--- config.mk ---
export PLATFORM = sky130hd
export DESIGN_NAME = lf_reader
export DESIGN_NICKNAME = d
export VERILOG_FILES = /design/src/rtl/lf_reader.sv
export SDC_FILE = /design/constraint.sdc
export NUM_CORES = 1
export LEC_CHECK = 0
export BUFFER_PORTS_ARGS = -buffer_cell sky130_fd_sc_hd__buf_2
export CORE_MARGIN = 2
export CORE_UTILIZATION = 60
export DETAILED_ROUTE_END_ITERATION = 8
export PLACE_DENSITY = 0.91
export SYNTH_ARGS = -nofsm -noshare
export SYNTH_HDL_FRONTEND = slang
export SYNTH_SLANG_ARGS = --single-unit
--- constraint.sdc ---
create_clock -name CLK -period 5.1 [get_ports CLK]
set_input_delay 1.02 -clock CLK [delete_from_list [all_inputs] [get_ports CLK]]
set_output_delay 1.02 -clock CLK [all_outputs]
set_load 0.03 [all_outputs]
--- src/rtl/lf_reader.sv ---
// lf_reader: streams one stored frame out of a frame buffer when the
// compensator flags the frame as written (rising edge of LF_conceal).
//
// Ports:
//   CLK, reset            clock, asynchronous active-low reset
//   height, width         frame size, captured when a readout starts
//   LF_conceal            frame-written flag; a rising edge starts a readout
//   rd_addr/rd_en/rd_data frame-buffer read port, data one cycle after rd_en
//   pix_*                 valid/ready pixel stream with sol/eol/eof markers
//   busy, done            readout in progress / one-cycle completion pulse
module lf_reader #(
  parameter int DATA_W = 8,
  parameter int ADDR_W = 16
) (
  input  logic              CLK,
  input  logic              reset,
  input  logic [7:0]        height,
  input  logic [7:0]        width,
  input  logic              LF_conceal,
  output logic [ADDR_W-1:0] rd_addr,
  output logic              rd_en,
  input  logic [DATA_W-1:0] rd_data,
  output logic [DATA_W-1:0] pix_data,
  output logic              pix_valid,
  input  logic              pix_ready,
  output logic              pix_sol,
  output logic              pix_eol,
  output logic              pix_eof,
  output logic              busy,
  output logic              done
);

  typedef enum logic [1:0] {IDLE, RUN, DRAIN, FIN} state_t;

  typedef struct packed {
    logic [DATA_W-1:0] data;
    logic              sol;
    logic              eol;
    logic              eof;
  } ent_t;

  state_t      state, state_nxt;
  logic        lf_q, start_q;
  logic [7:0]  h_q, w_q, col, row;
  logic        last_col, last_pix;
  logic        inflight;
  logic [2:0]  fl_q;          // {sol,eol,eof} of the read in flight
  ent_t        fifo [2];
  logic        wp, rp;
  logic [1:0]  count;
  logic [1:0]  committed;
  logic        xfer;

  assign last_col  = (col == w_q - 8'd1);
  assign last_pix  = last_col && (row == h_q - 8'd1);

  assign pix_valid = (count != 2'd0);
  assign xfer      = pix_valid & pix_ready;
  // Flags are gated so nothing stale is visible when the FIFO is empty.
  assign pix_data  = fifo[rp].data;
  assign pix_sol   = pix_valid & fifo[rp].sol;
  assign pix_eol   = pix_valid & fifo[rp].eol;
  assign pix_eof   = pix_valid & fifo[rp].eof;

  // Slots already spoken for: stored entries plus the read still returning,
  // minus the entry leaving this cycle. A new read only if one slot is free.
  assign committed = count + {1'b0, inflight} - {1'b0, xfer};
  assign rd_en     = (state == RUN) && (committed < 2'd2);

  assign busy      = (state == RUN) || (state == DRAIN);
  assign done      = (state == FIN);

  always_comb begin
    state_nxt = state;
    case (state)
      IDLE:    if (start_q) state_nxt = (height != 8'd0 && width != 8'd0) ? RUN : FIN;
      RUN:     if (rd_en && last_pix) state_nxt = DRAIN;
      DRAIN:   if (xfer && pix_eof) state_nxt = FIN;
      FIN:     state_nxt = IDLE;
      default: state_nxt = IDLE;
    endcase
  end

  always_ff @(posedge CLK or negedge reset) begin
    if (!reset) begin
      state    <= IDLE;
      lf_q     <= 1'b1;   // a flag already high through reset is not an edge
      start_q  <= 1'b0;
      h_q      <= '0;
      w_q      <= '0;
      col      <= '0;
      row      <= '0;
      rd_addr  <= '0;
      inflight <= 1'b0;
      fl_q     <= '0;
      fifo[0]  <= '0;
      fifo[1]  <= '0;
      wp       <= 1'b0;
      rp       <= 1'b0;
      count    <= '0;
    end else begin
      state   <= state_nxt;
      lf_q    <= LF_conceal;
      // Edges seen outside IDLE are dropped here, so none can be queued.
      start_q <= LF_conceal & ~lf_q & (state == IDLE);

      if (state == IDLE && start_q) begin
        h_q <= height;
        w_q <= width;
        col <= '0;
        row <= '0;
        if (height != 8'd0 && width != 8'd0) rd_addr <= '0;
      end

      if (rd_en) begin
        fl_q <= {col == 8'd0, last_col, last_pix};
        // Address stops on the last pixel so it never wraps and holds after RUN.
        if (!last_pix) begin
          rd_addr <= rd_addr + ADDR_W'(1);
          if (last_col) begin
            col <= '0;
            row <= row + 8'd1;
          end else begin
            col <= col + 8'd1;
          end
        end
      end

      inflight <= rd_en;
      if (inflight) begin
        fifo[wp] <= {rd_data, fl_q};
        wp       <= ~wp;
      end
      if (xfer) rp <= ~rp;
      count <= committed;
    end
  end

endmodule
==> results.sh <==
export IMPL_status="finished, final reports clean"
export IMPL_holdBufCountCts=0
export IMPL_first_global_vias=3342
export IMPL_synth_lib_cells_used_distinct=55
export IMPL_syn_num_nets=467
export IMPL_routedWlPerCell_um=15.4
export IMPL_crit_path_max_fanout=7
export IMPL_antenna_violating_nets_post_route=0
export IMPL_reg2reg_from="count[0]$_DFF_PN0_"
export IMPL_detail_route_first_pass_iterations=5
export IMPL_cts_htree_levels=3
export IMPL_tightestPinTransition_ps=1050
export IMPL_grt_antenna_before_repair=0
export IMPL_final_hold_violation_count=0
export IMPL_path_buf_inv=4
export IMPL_core_rowCount=31
export IMPL_grt_util_all_layers_pct=23.7
export IMPL_power_density_cell_area_nw_per_um2=277
export IMPL_areaGrowthSynthToFinish_pct=11.7
export IMPL_cts_repair_timing_setup_buffer_count=0
export IMPL_clock_tree_from_tritoncts="built"
export IMPL_cp_top_family="buffers and inverters"
export IMPL_register_area_um2=2050
export IMPL_antenna_diode_count=0
export IMPL_clock_skew_ps=8.00
export IMPL_routed_wl_met3_um=404
export IMPL_worstPathCellList="buf_2 -> nor2b_1 -> ha_1 -> inv_1 -> ha_1 -> xor2_1 -> xnor2_1 -> nand2_1 -> inv_1 -> buf_2"
export IMPL_vdd_ir_drop_worst_mv=0.141
export IMPL_finalCoreUtilization_pct=68.9
export IMPL_clkSlewWorstSetupHoldPaths_ps=70
export IMPL_wl_met1_mm=4.03
export IMPL_nNetsFinal=517
export IMPL_synth_seq_area_share_pct=45.9
export IMPL_core_ar_um2=7250
export IMPL_clockRootBuffer="sky130_fd_sc_hd__clkbuf_8"
export IMPL_grt_overflow_total=0
export IMPL_hp_class="register to register"
export IMPL_placed_cells=565
export IMPL_total_of_max_cap_violations=0
export IMPL_routabilityCongestion=0.794
export IMPL_setup_slack_of_the_worst_register_to_register_path_ps=1720
export IMPL_fmax_mhz=258
export IMPL_fp_dieH_um=90.4
export IMPL_dr_max_layer_used="met4"
export IMPL_static_leak_nw=2.45
export IMPL_number_of_primary_i_o_pins=59
export IMPL_rsz0062_at_grt="no"
export IMPL_postSynthRegisterBits=82
export IMPL_timing_setup_tns_ps=0
export IMPL_worst_r2r_endpoint="row[4]$_DFF_PN0_"
export IMPL_startpoint="pix_ready"
export IMPL_multi_input_comb_area_um2=2240
export IMPL_post_drt_via_cell_ratio=5.90
export IMPL_path_length_in_cells_of_the_critical_path=10
export IMPL_detailed_placement_wirelength_estimate_mm=6.36
export IMPL_count_of_flip_flops_with_a_built_in_enable_after_synthesis=0
export IMPL_report_final_setup_viol=0
export IMPL_critical_path_endpoint="rd_en"
export IMPL_num_vias=3429
export IMPL_pin_count_of_the_biggest_net_entering_global_routing=83
export IMPL_clk_path_buf_depth=2
export IMPL_post_synth_instance_area_um2=4480
export IMPL_final_period_utilization_pct=75.9
export IMPL_buffer_ports_inserted=58
export IMPL_tritoncts_num_sinks=82
export IMPL_start_util_pct=61.7
export IMPL_routed_wl_met2_mm=4.35
export IMPL_ys_async_sr_fraction_pct=100
export IMPL_crit_path_start_kind="input pin"
export IMPL_worstPathRequired_ps=4080
export IMPL_cp_arrival_ps=2850
export IMPL_chipWidth_um=90.4
export IMPL_post_route_drc_count=0
export IMPL_worst_path_largest_cell_delay_ps=290
export IMPL_path_class="input pin to output pin"
export IMPL_cp_slowest_cell="sky130_fd_sc_hd__ha_1"
export IMPL_fraction_of_layout_cells_with_a_size_suffix_above_1_pct=26.3
export IMPL_fin_crit_ps=3870
export IMPL_detailedRoute_firstIterationViolations=232
export IMPL_worst_skew_pair_late_latency_ps=360
export IMPL_ys_flop_type="sky130_fd_sc_hd__dfrtp_1"
export IMPL_drt_total_wl_mm=8.96
export IMPL_tritoncts_num_buffers=9
export IMPL_max_slew_margin_pct=29.6
export IMPL_r2r_worst_path_cells=12
export IMPL_postCtsResizedCells=0
export IMPL_grt_pass1_wl_mm=15.7
export IMPL_total_power_draw_w=0.00138
export IMPL_dieArea_um2=8170
export IMPL_timing_max_transition_violations_final=0
export IMPL_fill_cells=572
export IMPL_post_route_non_filler_standard_cell_count=581
export IMPL_postSynthCellCount=427
export IMPL_synth_area_per_cell_um2=10.5
export IMPL_end_kind="output pin"
export IMPL_yosys_warnings=0
## metal layers
metal  GRT usage, %  vias up
met3           4.92       21
met2           39.0       92
li1               -     1634
met5              0        -
met4           7.95        0
met1           31.4     1682
## synthesized netlist by cell type, types with 3 or more instances
library cell / n / area share (%)
sky130_fd_sc_hd__dfrtp_1: 81 / 45
sky130_fd_sc_hd__o21ai_0: 13 / 1.5
sky130_fd_sc_hd__nand3_1: 25 / 2.8
sky130_fd_sc_hd__mux2_2: 46 / 12
sky130_fd_sc_hd__nor2_1: 29 / 2.4
sky130_fd_sc_hd__nor3b_1: 5 / 0.84
sky130_fd_sc_hd__a21oi_1: 5 / 0.56
sky130_fd_sc_hd__nand4_1: 5 / 0.70
sky130_fd_sc_hd__nand2_1: 28 / 2.3
sky130_fd_sc_hd__a211o_1: 7 / 1.4
sky130_fd_sc_hd__mux2i_1: 5 / 1.1
sky130_fd_sc_hd__xnor2_1: 14 / 2.7
sky130_fd_sc_hd__and3_1: 16 / 2.2
sky130_fd_sc_hd__and3b_1: 4 / 0.78
sky130_fd_sc_hd__nand2b_1: 7 / 0.98
sky130_fd_sc_hd__xor2_1: 11 / 2.2
sky130_fd_sc_hd__and2_1: 3 / 0.42
sky130_fd_sc_hd__nor3_1: 12 / 1.3
sky130_fd_sc_hd__clkbuf_1: 11 / 0.92
sky130_fd_sc_hd__inv_1: 22 / 1.8
sky130_fd_sc_hd__a221o_1: 13 / 2.9
sky130_fd_sc_hd__nor2b_1: 5 / 0.70
sky130_fd_sc_hd__ha_1: 12 / 3.4
sky130_fd_sc_hd__nor4_1: 4 / 0.56
sky130_fd_sc_hd__a41oi_1: 3 / 0.59
sky130_fd_sc_hd__buf_2: 5 / 0.56
## how the worst min path moves through the flow
| stage | startpoint | endpoint | slack, ps | cells after the start |
|---|---|---|---|---|
| 3_3_place_gp | fifo[1]$_DFFE_PN0P_ | fifo[1]$_DFFE_PN0P_ | 460 | 2 |
| 5_1_grt | fifo[16]$_DFFE_PN0P_ | fifo[16]$_DFFE_PN0P_ | 530 | 1 |
| 3_5_place_dp | fifo[1]$_DFFE_PN0P_ | fifo[1]$_DFFE_PN0P_ | 480 | 2 |
| 2_1_floorplan | fifo[1]$_DFFE_PN0P_ | fifo[1]$_DFFE_PN0P_ | 450 | 2 |
| 4_1_cts | fifo[16]$_DFFE_PN0P_ | fifo[16]$_DFFE_PN0P_ | 510 | 1 |
| 6_report | fifo[8]$_DFFE_PN0P_ | fifo[8]$_DFFE_PN0P_ | 500 | 1 |
## placed cells by master, fill, tap and decap left out, types with 10 or more instances in the layout
cell                       instances
sky130_fd_sc_hd__xnor2_1          14
sky130_fd_sc_hd__ha_1             12
sky130_fd_sc_hd__nor2_1           29
sky130_fd_sc_hd__buf_2            57
sky130_fd_sc_hd__and3_1           16
sky130_fd_sc_hd__mux2_2           46
sky130_fd_sc_hd__nor3_1           12
sky130_fd_sc_hd__nand3_1          25
sky130_fd_sc_hd__a221o_1          13
sky130_fd_sc_hd__xor2_1           11
sky130_fd_sc_hd__inv_1            22
sky130_fd_sc_hd__o21ai_0          13
sky130_fd_sc_hd__clkbuf_8         10
sky130_fd_sc_hd__dfrtp_1          81
sky130_fd_sc_hd__nand2_1          28
## logic make-up after synthesis
logic type / Yosys count / share of synthesized area (%)
multiplexers: 51 / 12.7
XOR/XNOR: 25 / 4.89
flip-flops: 82 / 45.9
AND/OR/NAND/NOR: 151 / 17.8
adder cells (fa/ha/maj): 12 / 3.35
AO/OA/AOI/OAI: 64 / 11.4
buffers and inverters: 42 / 4.00
## per-stage QoR
step	hold slack (ps)	instance area, um^2	setup WS (ps)
final	505	5000	1230
after global routing	525	5000	1050
after CTS	510	5000	1240
after detailed placement	481	4800	1230
after global placement	465	4800	1340
after floorplan	450	4480	1650
## state kept, by name (all words and copies together) (netlist names)
| name | flops |
|---|---|
| fifo | 22 |
| row | 8 |
| h_q | 8 |
| count | 2 |
| wp | 1 |
| inflight | 1 |
| start_q | 1 |
| state | 2 |
| fl_q | 3 |
| col | 8 |
| lf_q | 1 |
| w_q | 8 |
| rp | 1 |
| rd_addr | 16 |
## layout make-up
type                    count  area share, %
repair buffers             59           6.01
well taps                  99           2.48
inverters                  22           1.65
flip-flops and latches     82           41.1
multi-input cells         303           44.9
clock buffers              12           2.90
clock inverters             4           1.03
## where the power goes
group | switching, W | internal, W | leakage (nW)
logic | 0.000117 | 0.0000862 | 1.30
registers | 0.0000378 | 0.000673 | 1.05
clock network | 0.000230 | 0.000240 | 0.0966
Power figures use the tool's default switching activity.
